$ cat src/rtl/wishbone_master_adapter_cpu.sv
// wishbone_master_adapter_cpu
// Bridges the CPU load/store request port onto a Wishbone classic
// single-transfer master. One transfer is in flight at a time. Each transfer
// ends with a one-cycle ready pulse (with err on timeout), followed by a
// guaranteed idle bus cycle.
//
// Ports
//   clk_i, rst          clock, synchronous active-high reset
//   cpu_req_i ..        CPU request: valid level, address, write data, we, byte enables
//   cpu_rdata_o         last read data, valid with cpu_ready_o
//   cpu_ready_o/err_o   one-cycle completion pulse / timeout flag
//   cpu_busy_o          high while a transfer or its response cycle is active
//   wb_*                Wishbone classic master signals
//
// state | meaning
// IDLE  | bus idle, waiting for cpu_req_i
// REQ   | CYC/STB asserted, waiting for ACK or timeout
// RESP  | ready/err pulse, bus forced idle for one cycle
module wishbone_master_adapter_cpu #(
  parameter int TIMEOUT_CYCLES = 255,
  parameter int CNT_W          = 8
) (
  input  logic        clk_i,
  input  logic        rst,
  input  logic        cpu_req_i,
  input  logic [31:0] cpu_addr_i,
  input  logic [31:0] cpu_wdata_i,
  input  logic        cpu_we_i,
  input  logic [3:0]  cpu_be_i,
  output logic [31:0] cpu_rdata_o,
  output logic        cpu_ready_o,
  output logic        cpu_err_o,
  output logic        cpu_busy_o,
  output logic [31:0] wb_addr_o,
  output logic [31:0] wb_data_o,
  input  logic [31:0] wb_data_i,
  output logic        wb_we_o,
  output logic [3:0]  wb_sel_o,
  output logic        wb_stb_o,
  output logic        wb_cyc_o,
  input  logic        wb_ack_i
);

  typedef enum logic [1:0] {IDLE, REQ, RESP} state_t;

  localparam bit               TO_EN   = (TIMEOUT_CYCLES != 0);
  localparam logic [CNT_W-1:0] TO_LAST = CNT_W'(TIMEOUT_CYCLES - 1);

  state_t           state, state_nxt;
  logic [CNT_W-1:0] cnt, cnt_nxt;
  logic             cyc, cyc_nxt;
  logic [31:0]      addr_nxt, wdata_nxt, rdata_nxt;
  logic [3:0]       sel_nxt;
  logic             we_nxt, ready_nxt, err_nxt, busy_nxt;

  // CYC and STB are always equal for single classic transfers.
  assign wb_cyc_o = cyc;
  assign wb_stb_o = cyc;

  always_ff @(posedge clk_i) begin
    if (rst) begin
      state       <= IDLE;
      cnt         <= '0;
      cyc         <= 1'b0;
      wb_addr_o   <= '0;
      wb_data_o   <= '0;
      wb_we_o     <= 1'b0;
      wb_sel_o    <= 4'h0;
      cpu_rdata_o <= '0;
      cpu_ready_o <= 1'b0;
      cpu_err_o   <= 1'b0;
      cpu_busy_o  <= 1'b0;
    end else begin
      state       <= state_nxt;
      cnt         <= cnt_nxt;
      cyc         <= cyc_nxt;
      wb_addr_o   <= addr_nxt;
      wb_data_o   <= wdata_nxt;
      wb_we_o     <= we_nxt;
      wb_sel_o    <= sel_nxt;
      cpu_rdata_o <= rdata_nxt;
      cpu_ready_o <= ready_nxt;
      cpu_err_o   <= err_nxt;
      cpu_busy_o  <= busy_nxt;
    end
  end

  always_comb begin
    state_nxt = state;
    cnt_nxt   = cnt;
    cyc_nxt   = cyc;
    addr_nxt  = wb_addr_o;
    wdata_nxt = wb_data_o;
    we_nxt    = wb_we_o;
    sel_nxt   = wb_sel_o;
    rdata_nxt = cpu_rdata_o;
    busy_nxt  = cpu_busy_o;
    ready_nxt = 1'b0;
    err_nxt   = 1'b0;
    case (state)
      IDLE: begin
        if (cpu_req_i) begin
          // word-align: the bus addresses words, lanes come from sel
          addr_nxt  = cpu_addr_i & 32'hFFFF_FFFC;
          wdata_nxt = cpu_wdata_i;
          we_nxt    = cpu_we_i;
          sel_nxt   = cpu_we_i ? cpu_be_i : 4'hF;
          cyc_nxt   = 1'b1;
          cnt_nxt   = '0;
          busy_nxt  = 1'b1;
          state_nxt = REQ;
        end
      end
      REQ: begin
        // ACK takes priority over a timeout on the same edge
        if (wb_ack_i) begin
          if (!wb_we_o) rdata_nxt = wb_data_i;
          ready_nxt = 1'b1;
          cyc_nxt   = 1'b0;
          we_nxt    = 1'b0;
          state_nxt = RESP;
        end else if (TO_EN && (cnt == TO_LAST)) begin
          if (!wb_we_o) rdata_nxt = '0;
          ready_nxt = 1'b1;
          err_nxt   = 1'b1;
          cyc_nxt   = 1'b0;
          we_nxt    = 1'b0;
          state_nxt = RESP;
        end else begin
          cnt_nxt = cnt + CNT_W'(1);
        end
      end
      RESP: begin
        busy_nxt  = 1'b0;
        state_nxt = IDLE;
      end
      default: state_nxt = IDLE;
    endcase
  end

endmodule

$ cat config.mk
export PLATFORM = sky130hd
export DESIGN_NAME = wishbone_master_adapter_cpu
export DESIGN_NICKNAME = d
export VERILOG_FILES = /design/src/rtl/wishbone_master_adapter_cpu.sv
export SDC_FILE = /design/constraint.sdc
export NUM_CORES = 1
export LEC_CHECK = 0
export BUFFER_PORTS_ARGS = -buffer_cell sky130_fd_sc_hd__buf_4
export CAP_MARGIN = 25
export CORE_MARGIN = 2
export CORE_UTILIZATION = 34
export DETAILED_ROUTE_END_ITERATION = 16
export PLACE_DENSITY = 0.69
export SYNTH_ARGS = -nofsm -noshare
export SYNTH_HDL_FRONTEND = slang
export SYNTH_SLANG_ARGS = --single-unit
$ cat constraint.sdc
create_clock -name clk_i -period 2.1 [get_ports clk_i]
set_input_delay 0.42 -clock clk_i [delete_from_list [all_inputs] [get_ports clk_i]]
set_output_delay 0.42 -clock clk_i [all_outputs]
set_load 0.02 [all_outputs]
==> run summary, run 1 <==
outcome - finished clean
number of flops mapped to enable cells by yosys - 0
Leak Pwr - 2.83 nW
first-pass GRT wire length - 17500 µm
flop-to-flop setup slack - 350 ps
GP Congestion - 0.827
ant diodes - 0
1st-iter DRT viols - 250
die height - 112 µm
Post-Syn Area - 3990 µm²
sw frac - 0.236
cells after synthesis - 444
Synth Area in Compound Gates - 0.202
synthesis-to-finish area growth - 56.4%
root buffer cell - clkbuf_16
Final setup violation count - 0
Logic pwr share - 0.128
Hold Crit Endpoint - cpu_rdata_o[4]
Nets - 751
Slew Limit Fails - 0
Worst Min Path Start - wb_data_i[4]
Yosys top cell by area - dfxtp_1
Final Hold Fails - 0
Synth Area per Inst - 8.99 µm²
Antenna Nets Post-Route - 0
top-count cell post-synth - nand2_1
initial antenna violation count - 0
fin cells - 800
RSZ-0062 raised after global routing - no
# fillers - 1037
CP Capture Type - flop
total CTS buffers - 17
Clock H-tree levels - 4
Clk Latency, worst-skew pair - 400 ps
via count - 3844
post-CTS sizing - 0
starting density of the core - 0.349
R2R depth - 7
input/output buffers - 206
min cycle time layout - 1750 ps
ys flop type - dfxtp_1
largest net degree at the start of global routing - 55
IO Count - 211
grt ovf - 0
Sequential cell area - 2260 µm²
post-synth cell types - 38
core box area - 11400 µm²
DRC viols - 0
worst-margin pin slew - 631 ps
YS warnings - 0
setup tns final - 0 ps
Post-Synth XOR/XNOR Area - 0
PwrDens - 957 nW/µm²
commonest cells in the netlist - nand2_1 (130), dfxtp_1 (113), a21oi_1 (74), a22o_1 (32), clkbuf_1 (17)
clock buffer depth - 2
Worst Path Max Fanout - 32
TritonCTS Sinks - 113
vias per cell - 4.81
Max Cap Viol - 0
internal power - 4.56 mW
post-synthesis sequential area ratio - 0.567
Synth area leaders - dfxtp_1 (57%), nand2_1 (12%), a21oi_1 (9.3%), a22o_1 (7.0%), clkbuf_1 (1.6%)
mux share of post-synthesis cell area - 0.00251
adder-cell share of the synthesized area - 0.00627
Final period util - 0.832
fmax - 572 MHz
simple-gate share of the synthesized area - 0.171
RR Startpoint - cnt[0]
placed cells - 768
top cell type's share of synthesized area - 0.567
Worst Hold Depth - 2
total power - 5.97 mW
postcts setup bufs - 0
relative max-transition margin - 0.575
Final Skew - 6.52 ps
WS Path Type - reg2reg
chip width - 112 µm
clock share of power - 0.483
main combinational cell family by area after synthesis - compound AO/OA/AOI/OAI gates
worst vdd ir - 606 µV
DRT Pass-1 Iters - 4
Post-DP HPWL - 7750 µm
row count - 39
Hold Path Class - in2reg
layout cells sized above 1 - 0.381
Startpoint Class - flop
Reg power frac - 0.389
Worst-path clk slew - 50 ps
FF-to-FF End - cpu_rdata_o[18]
area of the multi-input gates - 1540 µm²
CTS tree - done
vias in the first global route - 3678
WL final - 10800 µm
Net Sw Power - 1.41 mW
register bit total from synthesis - 113
async set-reset flop share out of synthesis - 0
Post-CTS Hold Fix Bufs - 0
Die ar. - 12600 µm²
CP Data Required Time - 2450 ps
Arr. time, crit path - 2090 ps
WL/cell - 13.5 µm
global-route usage over all layers - 0.172
## cell type report
cell class,instances,share of cell area
clock inverters,11,0.0217
multi-input cells,291,0.246
inverters,7,0.00421
clock buffers,21,0.0754
well taps,143,0.0287
repair buffers,214,0.261
flip-flops and latches,113,0.363
## cell usage in the layout, fill, tap and decap left out, drive strengths merged, types with 2 or more instances in the layout
| master | instances |
|---|---|
| nand2 | 130 |
| a311oi | 4 |
| and3 | 3 |
| nor2 | 5 |
| conb | 2 |
| clkinvlp | 2 |
| a22o | 32 |
| clkinv | 6 |
| nor4b | 2 |
| clkbuf | 21 |
| a211oi | 2 |
| a21oi | 76 |
| ha | 2 |
| nand3 | 6 |
| buf | 214 |
| dfxtp | 113 |
| nand2b | 2 |
| o21ai | 3 |
| o211ai | 3 |
| bufinv | 3 |
| inv | 7 |
| nor3 | 3 |
| nor3b | 2 |
## power groups by stage
| stage | Sequential (mW) | Combinational (mW) | Clock, mW |
|---|---|---|---|
| finish | 2.32 | 0.766 | 2.88 |
| global route | 2.34 | 0.835 | 3.07 |
| CTS | 2.32 | 0.775 | 2.95 |
| detailed placement | 2.37 | 0.775 | 0 |
| global placement | 2.36 | 0.760 | 0 |
| floorplan | 2.50 | 0.259 | 0 |
## cell families (layout without fill, tap and decap cells)
group	count (synthesis)	count (layout)
adder cells (fa/ha/maj)	2	2
flip-flops	113	113
AO/OA/AOI/OAI	126	126
AND/OR/NAND/NOR	160	160
buffers and inverters	41	253
other	1	2
multiplexers	1	1
## critical path, cell delays in order (launching register included)
cell and delay, ps:
dfxtp_1 360, inv_1 70, ha_1 210, and4_1 240, a21oi_2 240, o31a_1 200, buf_12 190, a22o_1 150
## layer usage
layer,GRT usage,part of all wire
met4,0.0724,0.015
met2,0.292,0.51
met1,0.202,0.41
met3,0.0529,0.064
met5,0,0
## worst max path at each step
stage               startpoint         endpoint  slack [ps]  depth (start not counted)
floorplan               cnt[0]   cpu_rdata_o[0]         500                          7
global placement        cnt[0]   cpu_rdata_o[8]         410                          7
detailed placement      cnt[0]   cpu_rdata_o[0]         360                          7
CTS                     cnt[0]   cpu_rdata_o[0]         350                          7
global route            cnt[0]           cnt[0]         180                          6
finish                  cnt[0]  cpu_rdata_o[18]         350                          7
## state kept, by name (all words and copies together), names as in the netlist
| register | count |
|---|---|
| wb_data_o | 32 |
| state | 2 |
| wb_addr_o | 30 |
| wb_cyc_o | 1 |
| wb_sel_o | 4 |
| cpu_rdata_o | 32 |
| cnt | 8 |
| cpu_busy_o | 1 |
| cpu_ready_o | 1 |
| cpu_err_o | 1 |
| wb_we_o | 1 |
## metrics by stage
step                      hold slack, ps  setup WS [ps]  area, µm²  utilization
after floorplan                      464            504       3990            -
after global placement               443            413       5630        0.493
after detailed placement             447            358       5630        0.493
after CTS                            216            345       6240        0.546
after global routing                 213            177       6240        0.546
final                                230            353       6240        0.546
(Power assumes the default switching activity.)
==> inputs of run 2 (changes only) <==
Clock period 2.1 ns to 1.83 ns, I/O delays scaled along.
==> run 2 against run 1 <==
Routed wire length down 0.18%. Core utilization up 0.23 points. Via count up 0.62%. Clock power up 10%. Fmax up 4.1%. Worst setup slack worse by 200 ps. Register-to-register slack worse by 200 ps. Count of clock-buffer cells in the layout down 4. Critical path depth unchanged. Worst hold slack worse by 46 ps. Flip-flop and latch count unchanged. Critical path type unchanged. Largest cell class unchanged. Highest routed layer unchanged.
==> run summary, run 2 (synthesis gave the netlist of run 1 again) <==
WL/cell - 13.4 µm (-0.55%)
global-route usage over all layers - 0.170 (-0.00201)
most common cell after layout, fill and taps aside - buf_4
post-CTS sizing - 0 (unchanged)
synthesis-to-finish area growth - 57.0%
ant diodes - 0 (unchanged)
core box area - 11400 µm² (unchanged)
starting density of the core - 0.349 (unchanged)
first-pass GRT wire length - 17800 µm (+1.6%)
setup tns final - 0 ps (unchanged)
total CTS buffers - 17 (unchanged)
GP Congestion - 0.817 (-1.2%)
root buffer cell - clkbuf_16
Final period util - 0.917 (+0.0852)
postcts setup bufs - 0 (unchanged)
WS Path Type - reg2reg
Hold Path Class - in2reg
input/output buffers - 206 (unchanged)
RSZ-0062 raised after global routing - no
Worst Path Max Fanout - 32 (unchanged)
IO Count - 211 (unchanged)
Max Cap Viol - 0 (unchanged)
Arr. time, crit path - 1960 ps (-130 ps)
outcome - finished clean
PwrDens - 1080 nW/µm² (+12%)
Worst-path clk slew - 60 ps (about the same)
min cycle time layout - 1680 ps (-68.8 ps)
Die ar. - 12600 µm² (unchanged)
area of the multi-input gates - 1540 µm² (unchanged)
initial antenna violation count - 0 (unchanged)
total power - 6.75 mW (+13%)
Slew Limit Fails - 0 (unchanged)
worst vdd ir - 554 µV (-8.6%)
via count - 3868 (+0.62%)
TritonCTS Sinks - 113 (unchanged)
WL final - 10800 µm (-0.18%)
chip width - 112 µm (unchanged)
Antenna Nets Post-Route - 0 (unchanged)
Nets - 754 (+0.40%)
Clk Latency, worst-skew pair - 390 ps (about the same)
# fillers - 1075 (+3.7%)
commonest non-fill, non-tap cells in the layout - buf_4 (213), nand2_1 (130), dfxtp_1 (113), a21oi_1 (74), a22o_1 (32)
CP Data Required Time - 2110 ps (-340 ps)
Largest regs - cpu_rdata_o (32), wb_data_o (32), wb_addr_o (30)
Clock H-tree levels - 4 (unchanged)
clock buffer depth - 2 (unchanged)
vias per cell - 4.82 (+0.25%)
Final Hold Fails - 0 (unchanged)
DRC viols - 0 (unchanged)
Leak Pwr - 2.83 nW (+0.14%)
Final setup violation count - 0 (unchanged)
Post-DP HPWL - 7650 µm (-1.2%)
Post-CTS Hold Fix Bufs - 0 (unchanged)
fmax - 596 MHz (+4.1%)
largest net degree at the start of global routing - 76 (+38%)
Startpoint Class - flop
grt ovf - 0 (unchanged)
vias in the first global route - 3853 (+4.8%)
DRT Pass-1 Iters - 4 (unchanged)
1st-iter DRT viols - 199 (-20%)
die height - 112 µm (unchanged)
CTS tree - done
Sequential cell area - 2260 µm² (unchanged)
CP Capture Type - flop
layout cells sized above 1 - 0.385 (+0.00433)
Final Skew - 11.0 ps (+4.47 ps)
row count - 39 (unchanged)
-- run 2: worst paths after layout --
check	startpoint	to	slack, ps	depth (start not counted)
setup / recovery	cnt[0]	cpu_rdata_o[3]	150	7
hold / removal	wb_data_i[31]	cpu_rdata_o[31]	180	2
setup reg to reg	cnt[0]	cpu_rdata_o[3]	150	7
hold reg to reg	wb_addr_o[27]	wb_addr_o[27]	450	2
-- run 2: per-stage QoR --
stage	cells	setup slack (ps)	hold slack (ps)	utilization	instance area [µm²]
global route	803	51.7	167	0.549	6270
detailed placement	771	153	448	0.498	5680
floorplan	445	234	464	-	3990
finish	803	152	184	0.549	6270
global placement	771	191	443	0.498	5680
CTS	803	162	168	0.549	6270
-- run 2: layout make-up --
cell class / count / area share
clock buffer: 17 / 0.0679
inverter: 7 / 0.00419
tap: 143 / 0.0286
timing repair buffer: 217 / 0.268
multi-input combinational: 291 / 0.245
clock inverter: 15 / 0.0254
sequential: 113 / 0.361
-- run 2: routing by layer --
metal  wire length (µm)  up-vias  global-route usage
met3                602       10              0.0421
li1                   -     1929                   -
met5                  0        -                   0
met4                143        0              0.0610
met2               5430      120               0.301
met1               4580     1809               0.199
-- run 2: where the power goes --
part           switching (mW)  internal (mW)  total, mW
sequential             0.0710           2.59       2.66
clock                    1.17           2.01       3.18
combinational           0.473          0.424      0.897
total                    1.71           5.03       6.75
-- run 2: critical path: stages, from the launching register on --
cell and delay (ps):
dfxtp_1 330, inv_1 80, ha_1 160, and4_1 260, a21oi_2 80, o31a_1 280
buf_12 180, a22o_1 190
